===== config.mk =====
export PLATFORM = sky130hd
export DESIGN_NAME = sram_reg_read_responder
export DESIGN_NICKNAME = d
export VERILOG_FILES = /design/src/rtl/sram_reg_read_responder.sv
export SDC_FILE = /design/constraint.sdc
export NUM_CORES = 1
export LEC_CHECK = 0
export ABC_AREA = 1
export CAP_MARGIN = 30
export CORE_AREA = 2 2 199 201
export DETAILED_ROUTE_END_ITERATION = 7
export DIE_AREA = 0 0 201 203
export PLACE_DENSITY = 0.75
export SLEW_MARGIN = 20
export SYNTH_ARGS = -nofsm -noshare
export SYNTH_HDL_FRONTEND = slang
export SYNTH_SLANG_ARGS = --single-unit

===== constraint.sdc =====
create_clock -name axi_aclk -period 5.25 [get_ports axi_aclk]
set_clock_uncertainty 0.15 [all_clocks]
set_input_delay 1.05 -clock axi_aclk [delete_from_list [all_inputs] [get_ports axi_aclk]]
set_output_delay 1.05 -clock axi_aclk [all_outputs]
set_load 0.02 [all_outputs]

===== src/rtl/sram_reg_read_responder.sv =====
// sram_reg_read_responder
//
// Memory-side responder for host register reads of the SRAM process table.
// Read addresses from the register-read arbiter are queued in a small FIFO.
// Each address is issued to the SRAM burst read port when the sketch update
// path does not own that port. The two returned beats are forwarded to the
// register path as a pair. Status counters feed ro_regs.
//
// Optional feature macro: RSP_TIMEOUT_EN
//   defined   : per-beat response timer, TO1 state, stale-beat drain and
//               timeout_count are built in.
//   undefined : the block waits indefinitely for beats; timeout_count reads 0.
//
// Ports
//   axi_aclk, axi_aresetn      clock, asynchronous active-low reset
//   req_addr, req_valid        read request strobe from the register path
//   req_full                   request FIFO full
//   mem_rd_addr, mem_rd_req    SRAM burst read request (address held stable)
//   mem_rd_ready, upd_busy     SRAM port ready / port owned by sketch update
//   mem_rd_data(_valid)        SRAM read beats
//   rsp_data, rsp_valid        registered response beats
//   rd_count                   completed requests, wraps
//   drop_count                 requests lost to a full FIFO, saturates
//   timeout_count              requests completed by timeout, saturates
//
// Handshake: a read request is taken at a rising edge where mem_rd_req=1,
// mem_rd_ready=1 and upd_busy=0; mem_rd_req and mem_rd_addr stay constant
// until then. req_valid is a one-cycle strobe with no back-pressure; a strobe
// that finds the FIFO full (and no pop in that cycle) is dropped and counted.

module sram_reg_read_responder #(
    parameter int ADDR_WIDTH      = 19,
    parameter int DATA_WIDTH      = 201,
    parameter int FIFO_DEPTH_BITS = 2,
    parameter int TIMEOUT_CYCLES  = 255
) (
    input  logic                  axi_aclk,
    input  logic                  axi_aresetn,
    input  logic [ADDR_WIDTH-1:0] req_addr,
    input  logic                  req_valid,
    output logic                  req_full,
    output logic [ADDR_WIDTH-1:0] mem_rd_addr,
    output logic                  mem_rd_req,
    input  logic                  mem_rd_ready,
    input  logic                  upd_busy,
    input  logic [DATA_WIDTH-1:0] mem_rd_data,
    input  logic                  mem_rd_data_valid,
    output logic [DATA_WIDTH-1:0] rsp_data,
    output logic                  rsp_valid,
    output logic [31:0]           rd_count,
    output logic [15:0]           drop_count,
    output logic [15:0]           timeout_count
);

    localparam int DEPTH = 1 << FIFO_DEPTH_BITS;
    localparam logic [FIFO_DEPTH_BITS:0] PTR_ONE = 1;

    // A timeout of zero cycles would make every wait expire immediately.
    if (TIMEOUT_CYCLES < 1) begin : g_timeout_cycles_invalid
    end

    typedef enum logic [2:0] {
        IDLE,
        ISSUE,
        WAIT0,
        WAIT1,
        TO1
    } state_t;

    state_t state, state_d;

    // ---------------- request FIFO ----------------
    logic [ADDR_WIDTH-1:0]    fifo_mem [DEPTH];
    logic [FIFO_DEPTH_BITS:0] wr_ptr, rd_ptr;
    logic                     fifo_empty, fifo_full, push, pop, drop;

    assign fifo_empty = (wr_ptr == rd_ptr);
    assign fifo_full  = (wr_ptr[FIFO_DEPTH_BITS] != rd_ptr[FIFO_DEPTH_BITS]) &&
                        (wr_ptr[FIFO_DEPTH_BITS-1:0] == rd_ptr[FIFO_DEPTH_BITS-1:0]);
    assign pop        = (state == IDLE) && !fifo_empty;
    // A pop in the same cycle frees the slot the push lands in.
    assign push       = req_valid && (!fifo_full || pop);
    assign drop       = req_valid && fifo_full && !pop;
    assign req_full   = fifo_full;
    assign mem_rd_req = (state == ISSUE);

    always_ff @(posedge axi_aclk) begin
        if (push) begin
            fifo_mem[wr_ptr[FIFO_DEPTH_BITS-1:0]] <= req_addr;
        end
    end

    always_ff @(posedge axi_aclk or negedge axi_aresetn) begin
        if (!axi_aresetn) begin
            wr_ptr      <= '0;
            rd_ptr      <= '0;
            mem_rd_addr <= '0;
        end else begin
            if (push) wr_ptr <= wr_ptr + PTR_ONE;
            if (pop) begin
                rd_ptr      <= rd_ptr + PTR_ONE;
                mem_rd_addr <= fifo_mem[rd_ptr[FIFO_DEPTH_BITS-1:0]];
            end
        end
    end

    // ---------------- response FSM ----------------
    logic                  rsp_valid_d;
    logic [DATA_WIDTH-1:0] rsp_data_d;
    logic                  rd_inc;
    logic                  beat_ok;

`ifdef RSP_TIMEOUT_EN
    localparam int TW = (TIMEOUT_CYCLES < 2) ? 1 : $clog2(TIMEOUT_CYCLES + 1);
    localparam logic [TW-1:0] TIMER_MAX = TW'(TIMEOUT_CYCLES);
    localparam logic [TW-1:0] TIMER_ONE = 1;

    logic [TW-1:0] timer, timer_d;
    logic [1:0]    stale, stale_d;
    logic          expired, stale_hit, to_inc;

    // Beats left over from timed-out requests are consumed before any
    // beat counts towards the current request.
    assign stale_hit = mem_rd_data_valid && (stale != 2'd0);
    assign beat_ok   = mem_rd_data_valid && (stale == 2'd0);
    assign expired   = (timer == TIMER_MAX);
`else
    assign beat_ok   = mem_rd_data_valid;
`endif

    always_comb begin
        state_d     = state;
        rsp_valid_d = 1'b0;
        rsp_data_d  = rsp_data;
        rd_inc      = 1'b0;
`ifdef RSP_TIMEOUT_EN
        timer_d     = timer;
        stale_d     = stale - (stale_hit ? 2'd1 : 2'd0);
        to_inc      = 1'b0;
`endif
        case (state)
            IDLE: begin
                if (!fifo_empty) state_d = ISSUE;
            end
            ISSUE: begin
                if (mem_rd_ready && !upd_busy) begin
                    state_d = WAIT0;
`ifdef RSP_TIMEOUT_EN
                    timer_d = '0;
`endif
                end
            end
            WAIT0: begin
                // A beat in the expiry cycle takes priority over the timer.
                if (beat_ok) begin
                    rsp_valid_d = 1'b1;
                    rsp_data_d  = mem_rd_data;
                    state_d     = WAIT1;
`ifdef RSP_TIMEOUT_EN
                    timer_d     = '0;
                end else if (expired) begin
                    rsp_valid_d = 1'b1;
                    rsp_data_d  = '1;
                    state_d     = TO1;
                    stale_d     = 2'd2;
                    rd_inc      = 1'b1;
                    to_inc      = 1'b1;
                end else begin
                    timer_d     = timer + TIMER_ONE;
`endif
                end
            end
            WAIT1: begin
                if (beat_ok) begin
                    rsp_valid_d = 1'b1;
                    rsp_data_d  = mem_rd_data;
                    rd_inc      = 1'b1;
                    state_d     = IDLE;
`ifdef RSP_TIMEOUT_EN
                end else if (expired) begin
                    rsp_valid_d = 1'b1;
                    rsp_data_d  = '1;
                    stale_d     = 2'd1;
                    rd_inc      = 1'b1;
                    to_inc      = 1'b1;
                    state_d     = IDLE;
                end else begin
                    timer_d     = timer + TIMER_ONE;
`endif
                end
            end
            TO1: begin
`ifdef RSP_TIMEOUT_EN
                rsp_valid_d = 1'b1;
                rsp_data_d  = '1;
`endif
                state_d     = IDLE;
            end
            default: state_d = IDLE;
        endcase
    end

    always_ff @(posedge axi_aclk or negedge axi_aresetn) begin
        if (!axi_aresetn) begin
            state      <= IDLE;
            rsp_valid  <= 1'b0;
            rsp_data   <= '0;
            rd_count   <= '0;
            drop_count <= '0;
        end else begin
            state     <= state_d;
            rsp_valid <= rsp_valid_d;
            rsp_data  <= rsp_data_d;
            if (rd_inc) rd_count <= rd_count + 32'd1;
            if (drop && (drop_count != 16'hFFFF)) drop_count <= drop_count + 16'd1;
        end
    end

`ifdef RSP_TIMEOUT_EN
    always_ff @(posedge axi_aclk or negedge axi_aresetn) begin
        if (!axi_aresetn) begin
            timer         <= '0;
            stale         <= '0;
            timeout_count <= '0;
        end else begin
            timer <= timer_d;
            stale <= stale_d;
            if (to_inc && (timeout_count != 16'hFFFF)) timeout_count <= timeout_count + 16'd1;
        end
    end
`else
    assign timeout_count = '0;
`endif

endmodule


==> results of run 1 <==
[worst max-delay path, stage by stage (launching register included)]
cell and delay, ns:
dfrtp_1 0.35, buf_4 0.21, inv_1 0.53, nand2_1 0.11
nand2_1 0.11, nand3_1 0.10, inv_1 0.09, clkdlybuf4s50_1 0.60
[stage by stage]
| step | std cells | setup WS, ns | cell area [sq um] | hold WS (ns) |
|---|---|---|---|---|
| 2_1_floorplan | 1583 | 2.72 | 14500 | 0.338 |
| 3_3_place_gp | 2531 | 1.85 | 19800 | 0.311 |
| 3_5_place_dp | 2531 | 1.77 | 19800 | 0.314 |
| 4_1_cts | 2603 | 1.35 | 21300 | 0.212 |
| 5_1_grt | 2607 | 1.21 | 21400 | 0.235 |
| 6_report | 2608 | 1.38 | 21400 | 0.233 |
[kinds of logic (layout without fill, tap and decap cells)]
| logic type | count (synthesis) | after routing | share of synthesized area (%) |
|---|---|---|---|
| adders and majority gates | 11 | 11 | 0.953 |
| DFF | 353 | 353 | 63.8 |
| other | 1 | 19 | 0.0260 |
| and+or+nand+nor | 968 | 968 | 26.2 |
| buffers and inverters | 132 | 636 | 4.22 |
| xor gates and xnor gates | 38 | 38 | 2.31 |
| AOI/OAI and AO/OA | 65 | 65 | 2.44 |
[layer usage]
metal	up-vias	part of all wire, %	GRT usage, %
li1	5843	-	-
met1	5943	39	25.8
met2	545	49	36.7
met3	94	8.3	5.97
met4	2	3.5	9.07
met5	-	0.033	0
[where the power goes]
group	switching (mW)	total (mW)	leakage [nW]	internal [mW]
Clock	1.16	3.13	0.736	1.96
Sequential	0.546	4.36	4.21	3.82
Combinational	3.20	5.46	4.98	2.25
Total	4.91	12.9	9.92	8.04
[flip-flops by register name, summed over array words and instances, names as in the netlist]
signal / flops
rd_ptr: 3
rsp_data: 201
rd_count: 32
wr_ptr: 3
state: 2
drop_count: 16
fifo_mem: 76
mem_rd_addr: 19
rsp_valid: 1
[cell type report]
type	count	area, sq um
clock buffer	52	1160
multi-input combinational	1098	4680
fill	3319	17100
sequential	353	9210
antenna	3	7.51
inverter	53	204
clock inverter	20	338
timing repair buffer	511	5150
tap	518	648
[placed cells by master (no fill, tap or decap), types with 8 or more instances in the layout]
| cell type | count |
|---|---|
| nand2_1 | 818 |
| clkdlybuf4s50_1 | 495 |
| dfrtp_1 | 277 |
| nor2_1 | 88 |
| edfxtp_1 | 76 |
| inv_1 | 50 |
| o21ai_0 | 42 |
| clkbuf_16 | 42 |
| nand3_1 | 28 |
| xor2_1 | 20 |
| o22ai_1 | 19 |
| xnor2_1 | 18 |
| conb_1 | 16 |
| ha_1 | 11 |
| buf_4 | 11 |
| nand4_1 | 10 |
| bufinv_16 | 8 |
[final timing paths]
check                             startpoint              end  slack (ns)  cells past startpoint
worst min register to register  rsp_data[34]     rsp_data[34]        0.33                      2
max in group asynchronous        axi_aresetn    rsp_data[191]        3.51                      2
min in group axi_aclk           rsp_data[34]     rsp_data[34]        0.33                      2
worst max-delay path               rd_ptr[1]         req_full        1.38                      7
worst min-delay path             axi_aresetn     rsp_data[88]        0.23                      1
worst max register to register     rd_ptr[1]  mem_rd_addr[17]        2.14                      9
==> flow_metrics.env, run 1 <==
export IMPL_status="complete, no violations"
export IMPL_p_total_mw=12.9
export IMPL_core_area_sq_um=38500
export IMPL_synth_commonest_cells="nand2_1 (819), dfrtp_1 (277), nor2_1 (88), edfxtp_1 (76), inv_1 (51)"
export IMPL_h_tree_depth=2
export IMPL_avgSynthCellArea_sq_um=9.21
export IMPL_antenna_found_initial=4
export IMPL_ys_dominant_reg_cell="dfrtp_1"
export IMPL_p_leak_nw=9.92
export IMPL_slew_limit_headroom_pct=35.3
export IMPL_fp_row_count=72
export IMPL_cts_buffers=41
export IMPL_initial_core_util_pct=37.5
export IMPL_synth_area_sq_um=14400
export IMPL_final_util_pct=55.6
export IMPL_clock_root_buffer="clkbuf_16"
export IMPL_end_kind="output pin"
export IMPL_dpl_hpwl_mm=31.5
export IMPL_wl_per_cell_microns=17.2
export IMPL_ant_nets=0
export IMPL_clk_pin_slew_ns=0.06
export IMPL_drive_above_1_share_pct=4.89
export IMPL_worst_pin_slew_ns=0.970
export IMPL_vdd_drop_max_mv=0.324
export IMPL_ys_seq_area_share_pct=63.8
export IMPL_drv_slew=0
export IMPL_dieArea_sq_um=40800
export IMPL_cts_setup_buffers=0
export IMPL_hold_class="in -> async"
export IMPL_cp_max_fo=23
export IMPL_synth_top_area_share_pct=48.0
export IMPL_grt_max_degree=143
export IMPL_grt_usage_pct=21.6
export IMPL_insertion_delay_ns=0.55
export IMPL_crit_type="reg -> out"
export IMPL_yosys_warnings=0
export IMPL_ys_top_cells_by_area="dfrtp_1 (48%), nand2_1 (21%), edfxtp_1 (16%)"
export IMPL_cts_buffer_depth=3
export IMPL_min_period_ns=3.87
export IMPL_critPathArrivalTime_ns=2.67
export IMPL_gp_congestion=0.929
export IMPL_vias_per_cell=4.76
export IMPL_drt_iter0_drc=811
export IMPL_hold_viol_final=0
export IMPL_vias=12400
export IMPL_cts_resized=0
export IMPL_p_per_area_nw_per_um2=605
export IMPL_required_ns=4.05
export IMPL_tritoncts="yes"
export IMPL_maxCapViolations=0
export IMPL_io_pins=513
export IMPL_fmax_ghz=0.258
export IMPL_fp_dieH_microns=203
export IMPL_holdBufCountCts=0
export IMPL_wl_mm=44.9
export IMPL_finalSetupViolations=0
export IMPL_first_global_vias=12600
export IMPL_cts_sinks=353
export IMPL_nNetsFinal=2295
export IMPL_fin_tns_setup_ns=0
export IMPL_synth_most_common_cell="nand2_1"
export IMPL_syn_inst=1568
export IMPL_synthArstFlopShare_pct=78.5
export IMPL_setup_worst_path_start_class="flip-flop"
export IMPL_synth_largest_area_cell="dfrtp_1"
export IMPL_synth_seq_cells=353
export IMPL_grt_overflow=0
export IMPL_synth_edf_count=76
export IMPL_finalCritPeriodShare_pct=73.7
export IMPL_drcViolationCount=0
export IMPL_port_buffers=496
export IMPL_area_delta_synth_final_pct=48.2
export IMPL_grt_pass1_wl_mm=69.7
export IMPL_fp_dieW_microns=201
export IMPL_rsz0062_at_grt="no"
export IMPL_synth_cell_types=29
export IMPL_firstDrtPassIters=6
(Power assumes the default switching activity.)
==> run 2, diff against run 1 <==
--- a/config.mk
+++ b/config.mk
@@ -7,10 +7,10 @@
 export LEC_CHECK = 0
 export ABC_AREA = 1
 export CAP_MARGIN = 30
-export CORE_AREA = 2 2 199 201
+export CORE_AREA = 2 2 197 199
 export DETAILED_ROUTE_END_ITERATION = 7
-export DIE_AREA = 0 0 201 203
-export PLACE_DENSITY = 0.75
+export DIE_AREA = 0 0 199 201
+export PLACE_DENSITY = 0.78
 export SLEW_MARGIN = 20
 export SYNTH_ARGS = -nofsm -noshare
 export SYNTH_HDL_FRONTEND = slang
==> constraint.sdc (replaced) <==
create_clock -name axi_aclk -period 3.38 [get_ports axi_aclk]
set_clock_uncertainty 0.15 [all_clocks]
set_input_delay 0.676 -clock axi_aclk [delete_from_list [all_inputs] [get_ports axi_aclk]]
set_output_delay 0.676 -clock axi_aclk [all_outputs]
set_load 0.02 [all_outputs]
==> run 2 against run 1 <==
Against the previous run:
- worst setup slack worse by 1.1 ns
- wire length down 3.9%
- final cell count hardly changed
- combinational power increased by 56%
- flip-flop and latch count unchanged
- via count is 1.3% lower
- die area fell by 2.0%
- sequential power is 55% higher
- largest power group unchanged
- global-route usage decreased by 0.39 points
- utilization rose by 0.076 points
==> flow_metrics.env, run 2 (synthesis results as in run 1) <==
export IMPL_hold_path_startpoint="mem_rd_addr[3]"
export IMPL_min_period_ns=3.14
export IMPL_antenna_found_initial=3
export IMPL_end_kind="output pin"
export IMPL_ant_nets=0
export IMPL_placed_area_sq_um=19900
export IMPL_rsz0062_at_grt="no"
export IMPL_vdd_drop_max_mv=0.585
export IMPL_cts_buffer_depth=3
export IMPL_final_util_pct=55.7
export IMPL_area_delta_synth_final_pct=47.0
export IMPL_p_per_area_nw_per_um2=918
export IMPL_wl_mm=43.1
export IMPL_drive_above_1_share_pct=4.69
export IMPL_path_delay_family="buffers and inverters"
export IMPL_worst_pin_slew_ns=1.29
export IMPL_tritoncts="yes"
export IMPL_cp_common_cell="nand2_1"
export IMPL_vias_per_cell=4.70
export IMPL_ff2ff_setup_slack_ns=1.02
export IMPL_fmax_ghz=0.318
export IMPL_hold_end="mem_rd_addr[3]"
export IMPL_core_area_sq_um=38100
export IMPL_drt_iter0_drc=718
export IMPL_p_clk_share_pct=21.5
export IMPL_holdBufCountCts=1
export IMPL_clk_pin_slew_ns=0.06
export IMPL_hold_class="reg -> reg"
export IMPL_drv_slew=0
export IMPL_largest_reg_flops=201
export IMPL_insertion_delay_ns=0.55
export IMPL_ff2ff_path_depth=8
export IMPL_hold_viol_final=0
export IMPL_worstReg2RegStart="state[0]"
export IMPL_nNetsFinal=2298
export IMPL_grt_max_degree=202
export IMPL_status="complete, no violations"
export IMPL_p_leak_nw=9.84
export IMPL_cts_setup_buffers=0
export IMPL_placed_cells=2537
export IMPL_final_cell_mix="nand2_1 (818), clkdlybuf4s50_1 (495), dfrtp_1 (277), nor2_1 (88), edfxtp_1 (76)"
export IMPL_gp_congestion=0.869
export IMPL_pwr_share_seq_pct=34.7
export IMPL_firstDrtPassIters=5
export IMPL_hold_depth=2
export IMPL_cp_slowest_cell="clkdlybuf4s50_1"
export IMPL_first_global_vias=12100
export IMPL_top_register="rsp_data"
export IMPL_finalCritPeriodShare_pct=93.0
export IMPL_finalSetupViolations=0
export IMPL_p_total_mw=19.5
export IMPL_cts_sinks=353
export IMPL_slew_limit_headroom_pct=13.9
export IMPL_reg2reg_to="rsp_data[186]"
export IMPL_grt_overflow=0
export IMPL_vias=12300
export IMPL_grt_pass1_wl_mm=66.1
export IMPL_io_pins=513
export IMPL_cpPeakStageDelay_ns=0.60
export IMPL_clock_root_buffer="clkbuf_16"
export IMPL_dpl_hpwl_mm=30.0
export IMPL_required_ns=2.55
export IMPL_fp_row_count=72
export IMPL_cts_buffers=39
export IMPL_critPathArrivalTime_ns=2.32
export IMPL_cp_max_fo=16
export IMPL_post_place_ws_ns=0.621
export IMPL_dieArea_sq_um=40000
export IMPL_fin_cells=2610
export IMPL_path_buf_inv=3
export IMPL_combPwrFrac_pct=43.8
export IMPL_whs_ns=0.325
export IMPL_drcViolationCount=0
export IMPL_cts_resized=0
export IMPL_power_switching_mw=7.54
export IMPL_internal_power_mw=11.9
export IMPL_fp_dieW_microns=199
export IMPL_crit_type="reg -> out"
export IMPL_postLayoutSetupSlackWorst_ns=0.237
export IMPL_wl_per_cell_microns=16.5
export IMPL_port_buffers=496
export IMPL_maxCapViolations=0
export IMPL_grt_usage_pct=21.2
export IMPL_initial_core_util_pct=37.9
export IMPL_final_area_sq_um=21200
export IMPL_final_common_cell="nand2_1"
export IMPL_crit_chain="buf_4 -> nand2_1 -> nand2_1 -> nand3_1 -> inv_1 -> clkdlybuf4s50_1"
export IMPL_setup_worst_path_start_class="flip-flop"
export IMPL_switching_share_pct=38.7
export IMPL_h_tree_depth=2
export IMPL_fin_tns_setup_ns=0
export IMPL_fp_dieH_microns=201
run 2: power groups by stage:
stage	clock (mW)	sequential [mW]	combinational, mW
6_report	4.19	6.75	8.53
5_1_grt	4.49	6.92	9.23
4_1_cts	4.32	6.75	8.60
3_5_place_dp	0	6.79	8.54
3_3_place_gp	0	6.74	8.35
2_1_floorplan	0	8.32	2.86
run 2: worst max path at each step:
stage	from	end	slack [ns]	cells past startpoint
after global placement	mem_rd_data_valid	rd_count[24]	0.68	8
after floorplan	state[0]	fifo_mem[0][0]	1.04	6
after CTS	rd_ptr[1]	req_full	0.20	6
after detailed placement	mem_rd_data_valid	rd_count[24]	0.62	8
after global routing	rd_ptr[1]	req_full	0.13	6
final	rd_ptr[1]	req_full	0.24	6
run 2: metal layers:
metal	vias to the layer above	track usage (%)	part of all wire, %
met3	87	6.75	8.7
met5	-	0	0
li1	5859	-	-
met2	493	35.2	49
met4	0	8.37	3.6
met1	5826	25.5	39
run 2: worst reg2reg max path, stage by stage, from the launching register on:
cell     delay (ns)
dfrtp_1        0.38
inv_1          0.08
ha_1           0.20
inv_1          0.10
nand2_1        0.10
nand2_4        0.10
buf_12         0.36
nand2_1        0.67
nand2_1        0.14
run 2: cell type report:
type / count / area [sq um]
fillers: 3184 / 16900
flip-flops and latches: 353 / 9210
repair buffers: 516 / 5210
multi-input cells: 1098 / 4680
clock buffers: 54 / 1110
well taps: 518 / 648
inverters: 53 / 204
clock inverters: 15 / 149
diodes: 3 / 7.51
==> run 3, diff against run 2 <==
--- a/config.mk
+++ b/config.mk
@@ -5,12 +5,12 @@
 export SDC_FILE = /design/constraint.sdc
 export NUM_CORES = 1
 export LEC_CHECK = 0
-export ABC_AREA = 1
+export ABC_AREA = 0
 export CAP_MARGIN = 30
-export CORE_AREA = 2 2 197 199
+export CORE_AREA = 2 2 199 201
 export DETAILED_ROUTE_END_ITERATION = 7
-export DIE_AREA = 0 0 199 201
-export PLACE_DENSITY = 0.78
+export DIE_AREA = 0 0 201 203
+export PLACE_DENSITY = 0.75
 export SLEW_MARGIN = 20
 export SYNTH_ARGS = -nofsm -noshare
 export SYNTH_HDL_FRONTEND = slang
==> run 3 against run 2 <==
Against the previous run:
- non-clock buffer count rose by 1
- critical path depth fell by 2
- count of clock-buffer cells in the layout fell by 2
- combinational power rose by 5.2%
- via count fell by 28%
- global-route usage fell by 2.0 points
- synthesized area fell by 5.4%
- sequential share of layout area rose by 1.1 points
- wire length fell by 7.9%
- die area rose by 2.0%
- fmax rose by 3.6%
- critical endpoint unchanged
- highest routed layer is now met5
==> flow_metrics.env, run 3 <==
export IMPL_status="complete, no violations"
export IMPL_hold_viol_final=0
export IMPL_p_clk_share_pct=21.5
export IMPL_synth_edf_count=76
export IMPL_critPathArrivalTime_ns=2.21
export IMPL_drcViolationCount=0
export IMPL_dpl_hpwl_mm=29.5
export IMPL_drv_slew=0
export IMPL_ys_seq_area_share_pct=67.5
export IMPL_ant_nets=0
export IMPL_synth_most_common_cell="dfrtp_1"
export IMPL_crit_type="reg -> out"
export IMPL_power_switching_mw=6.92
export IMPL_cp_max_fo=4
export IMPL_dieArea_sq_um=40800
export IMPL_top_register="rsp_data"
export IMPL_rsz0062_at_grt="no"
export IMPL_final_common_cell="clkdlybuf4s50_1"
export IMPL_insertion_delay_ns=0.55
export IMPL_avgSynthCellArea_sq_um=16.6
export IMPL_cts_sinks=353
export IMPL_finalSetupViolations=0
export IMPL_postLayoutSetupSlackWorst_ns=0.348
export IMPL_combPwrFrac_pct=44.2
export IMPL_h_tree_depth=2
export IMPL_setup_worst_path_start_class="flip-flop"
export IMPL_cts_resized=0
export IMPL_fp_dieH_microns=203
export IMPL_p_leak_nw=8.26
export IMPL_synth_cell_types=39
export IMPL_end_kind="output pin"
export IMPL_io_pins=513
export IMPL_grt_overflow=0
export IMPL_antenna_found_initial=7
export IMPL_synthArstFlopShare_pct=78.5
export IMPL_ys_dominant_reg_cell="dfrtp_1"
export IMPL_yosys_warnings=0
export IMPL_first_global_vias=9247
export IMPL_maxCapViolations=0
export IMPL_placed_area_sq_um=19300
export IMPL_cts_setup_buffers=0
export IMPL_firstDrtPassIters=5
export IMPL_internal_power_mw=13.4
export IMPL_ff2ff_setup_slack_ns=0.88
export IMPL_gp_congestion=0.840
export IMPL_initial_core_util_pct=35.5
export IMPL_synth_commonest_cells="dfrtp_1 (277), mux2_2 (224), edfxtp_1 (76), xnor2_1 (41), nand2_1 (23)"
export IMPL_synth_seq_cells=353
export IMPL_required_ns=2.55
export IMPL_switching_share_pct=34.1
export IMPL_critPathLaunch="wr_ptr[0]"
export IMPL_ys_top_cells_by_area="dfrtp_1 (51%), mux2_2 (18%), edfxtp_1 (17%)"
export IMPL_worst_pin_slew_ns=0.679
export IMPL_tritoncts="yes"
export IMPL_p_total_mw=20.3
export IMPL_worstReg2RegStart="state[0]"
export IMPL_drt_iter0_drc=336
export IMPL_grt_pass1_wl_mm=59.0
export IMPL_fp_row_count=72
export IMPL_p_per_area_nw_per_um2=980
export IMPL_grt_usage_pct=19.2
export IMPL_post_place_ws_ns=0.579
export IMPL_clock_root_buffer="clkbuf_16"
export IMPL_vdd_drop_max_mv=0.574
export IMPL_core_area_sq_um=38500
export IMPL_finalCritPeriodShare_pct=89.7
export IMPL_min_period_ns=3.03
export IMPL_grt_max_degree=77
export IMPL_vias=8845
export IMPL_syn_inst=820
export IMPL_wl_per_cell_microns=20.9
export IMPL_slew_limit_headroom_pct=54.4
export IMPL_clk_pin_slew_ns=0.06
export IMPL_cts_buffer_depth=3
export IMPL_largest_reg_flops=201
export IMPL_fmax_ghz=0.330
export IMPL_nNetsFinal=1584
export IMPL_hold_class="reg -> reg"
export IMPL_whs_ns=0.327
export IMPL_final_cell_mix="clkdlybuf4s50_1 (495), dfrtp_1 (277), mux2_2 (224), edfxtp_1 (76), xnor2_1 (41)"
export IMPL_vias_per_cell=4.66
export IMPL_area_delta_synth_final_pct=51.6
export IMPL_synth_area_sq_um=13700
export IMPL_pwr_share_seq_pct=34.3
export IMPL_cts_buffers=39
export IMPL_fin_tns_setup_ns=0
export IMPL_final_area_sq_um=20700
export IMPL_hold_path_startpoint="rd_count[31]"
export IMPL_synth_largest_area_cell="dfrtp_1"
export IMPL_wl_mm=39.7
export IMPL_port_buffers=496
export IMPL_drive_above_1_share_pct=24.5
export IMPL_fp_dieW_microns=201
export IMPL_synth_top_area_share_pct=50.8
==> run 3: changes by cell type in the layout (fill, tap and decap cells not counted), moves of 6 or more <==
cell	previous run	this run
and2_1	0	6
inv_1	50	9
mux2_2	0	224
mux4_2	0	19
nand2_1	818	23
nand3_1	28	14
nor2_1	88	13
o21ai_0	42	3
o22ai_1	19	0
xnor2_1	18	41
xor2_1	20	12
==> run 3: critical path, stage by stage, from the launching register on <==
cell,delay [ns]
dfrtp_1,0.43
xnor2_1,0.30
nand2_1,0.17
nor2_1,0.11
clkdlybuf4s50_1,0.64
==> run 3: path summary, 6_finish.rpt <==
check                                 to  cells after the start
max                             req_full                      4
min                         rd_count[31]                      1
max reg2reg                drop_count[9]                      7
min reg2reg                 rd_count[31]                      1
max in group asynchronous  rsp_data[115]                      3
min in group asynchronous  rsp_data[129]                      2
==> run 3: timing repair <==
action                                  in CTS  in global routing
hold endpoints to repair                    66                  0
endpoints found under the setup margin       0                  0
hold buffers                                 1                  0
==> run 3: cells by family (layout without fill, tap and decap cells) <==
family | count (synthesis) | after routing | share of synthesized area [%]
muxes | 243 | 243 | 21.6
xor gates and xnor gates | 54 | 54 | 3.52
other | 1 | 19 | 0.0275
adders and majority gates | 11 | 11 | 1.01
AOI/OAI and AO/OA | 8 | 8 | 0.357
and+or+nand+nor | 95 | 95 | 3.86
DFF | 353 | 353 | 67.5
buffers and inverters | 55 | 598 | 2.13
==> run 3: area by class of cell <==
cell class,instances,area (sq um)
multi-input combinational,427,4220
fill,3172,17800
timing repair buffer,517,5240
antenna,3,7.51
inverter,9,33.8
clock buffer,52,1100
sequential,353,9210
tap,518,648
clock inverter,20,233
==> run 3: power by group through the flow <==
stage / clock (mW) / combinational, mW / sequential (mW)
after global placement: 0 / 8.94 / 6.95
final: 4.36 / 8.97 / 6.95
after global routing: 4.68 / 9.42 / 7.16
after floorplan: 0 / 2.97 / 8.66
after CTS: 4.51 / 9.11 / 6.97
after detailed placement: 0 / 9.07 / 7.03
==> run 3: per-stage QoR <==
step,std cells,utilization [%]
floorplan,835,-
global placement,1823,50.3
detailed placement,1823,50.3
CTS,1896,53.8
global route,1899,53.8
finish,1899,53.8
==> run 3: routing by layer <==
| layer | global-route usage, % | vias to the layer above | wire length [microns] | part of all wire, % |
|---|---|---|---|---|
| met2 | 32.6 | 333 | 20200 | 51 |
| met4 | 8.70 | 8 | 1300 | 3.3 |
| li1 | - | 3983 | - | - |
| met3 | 6.60 | 71 | 3270 | 8.2 |
| met1 | 22.0 | 4450 | 14800 | 37 |
| met5 | 0 | - | 55 | 0.14 |
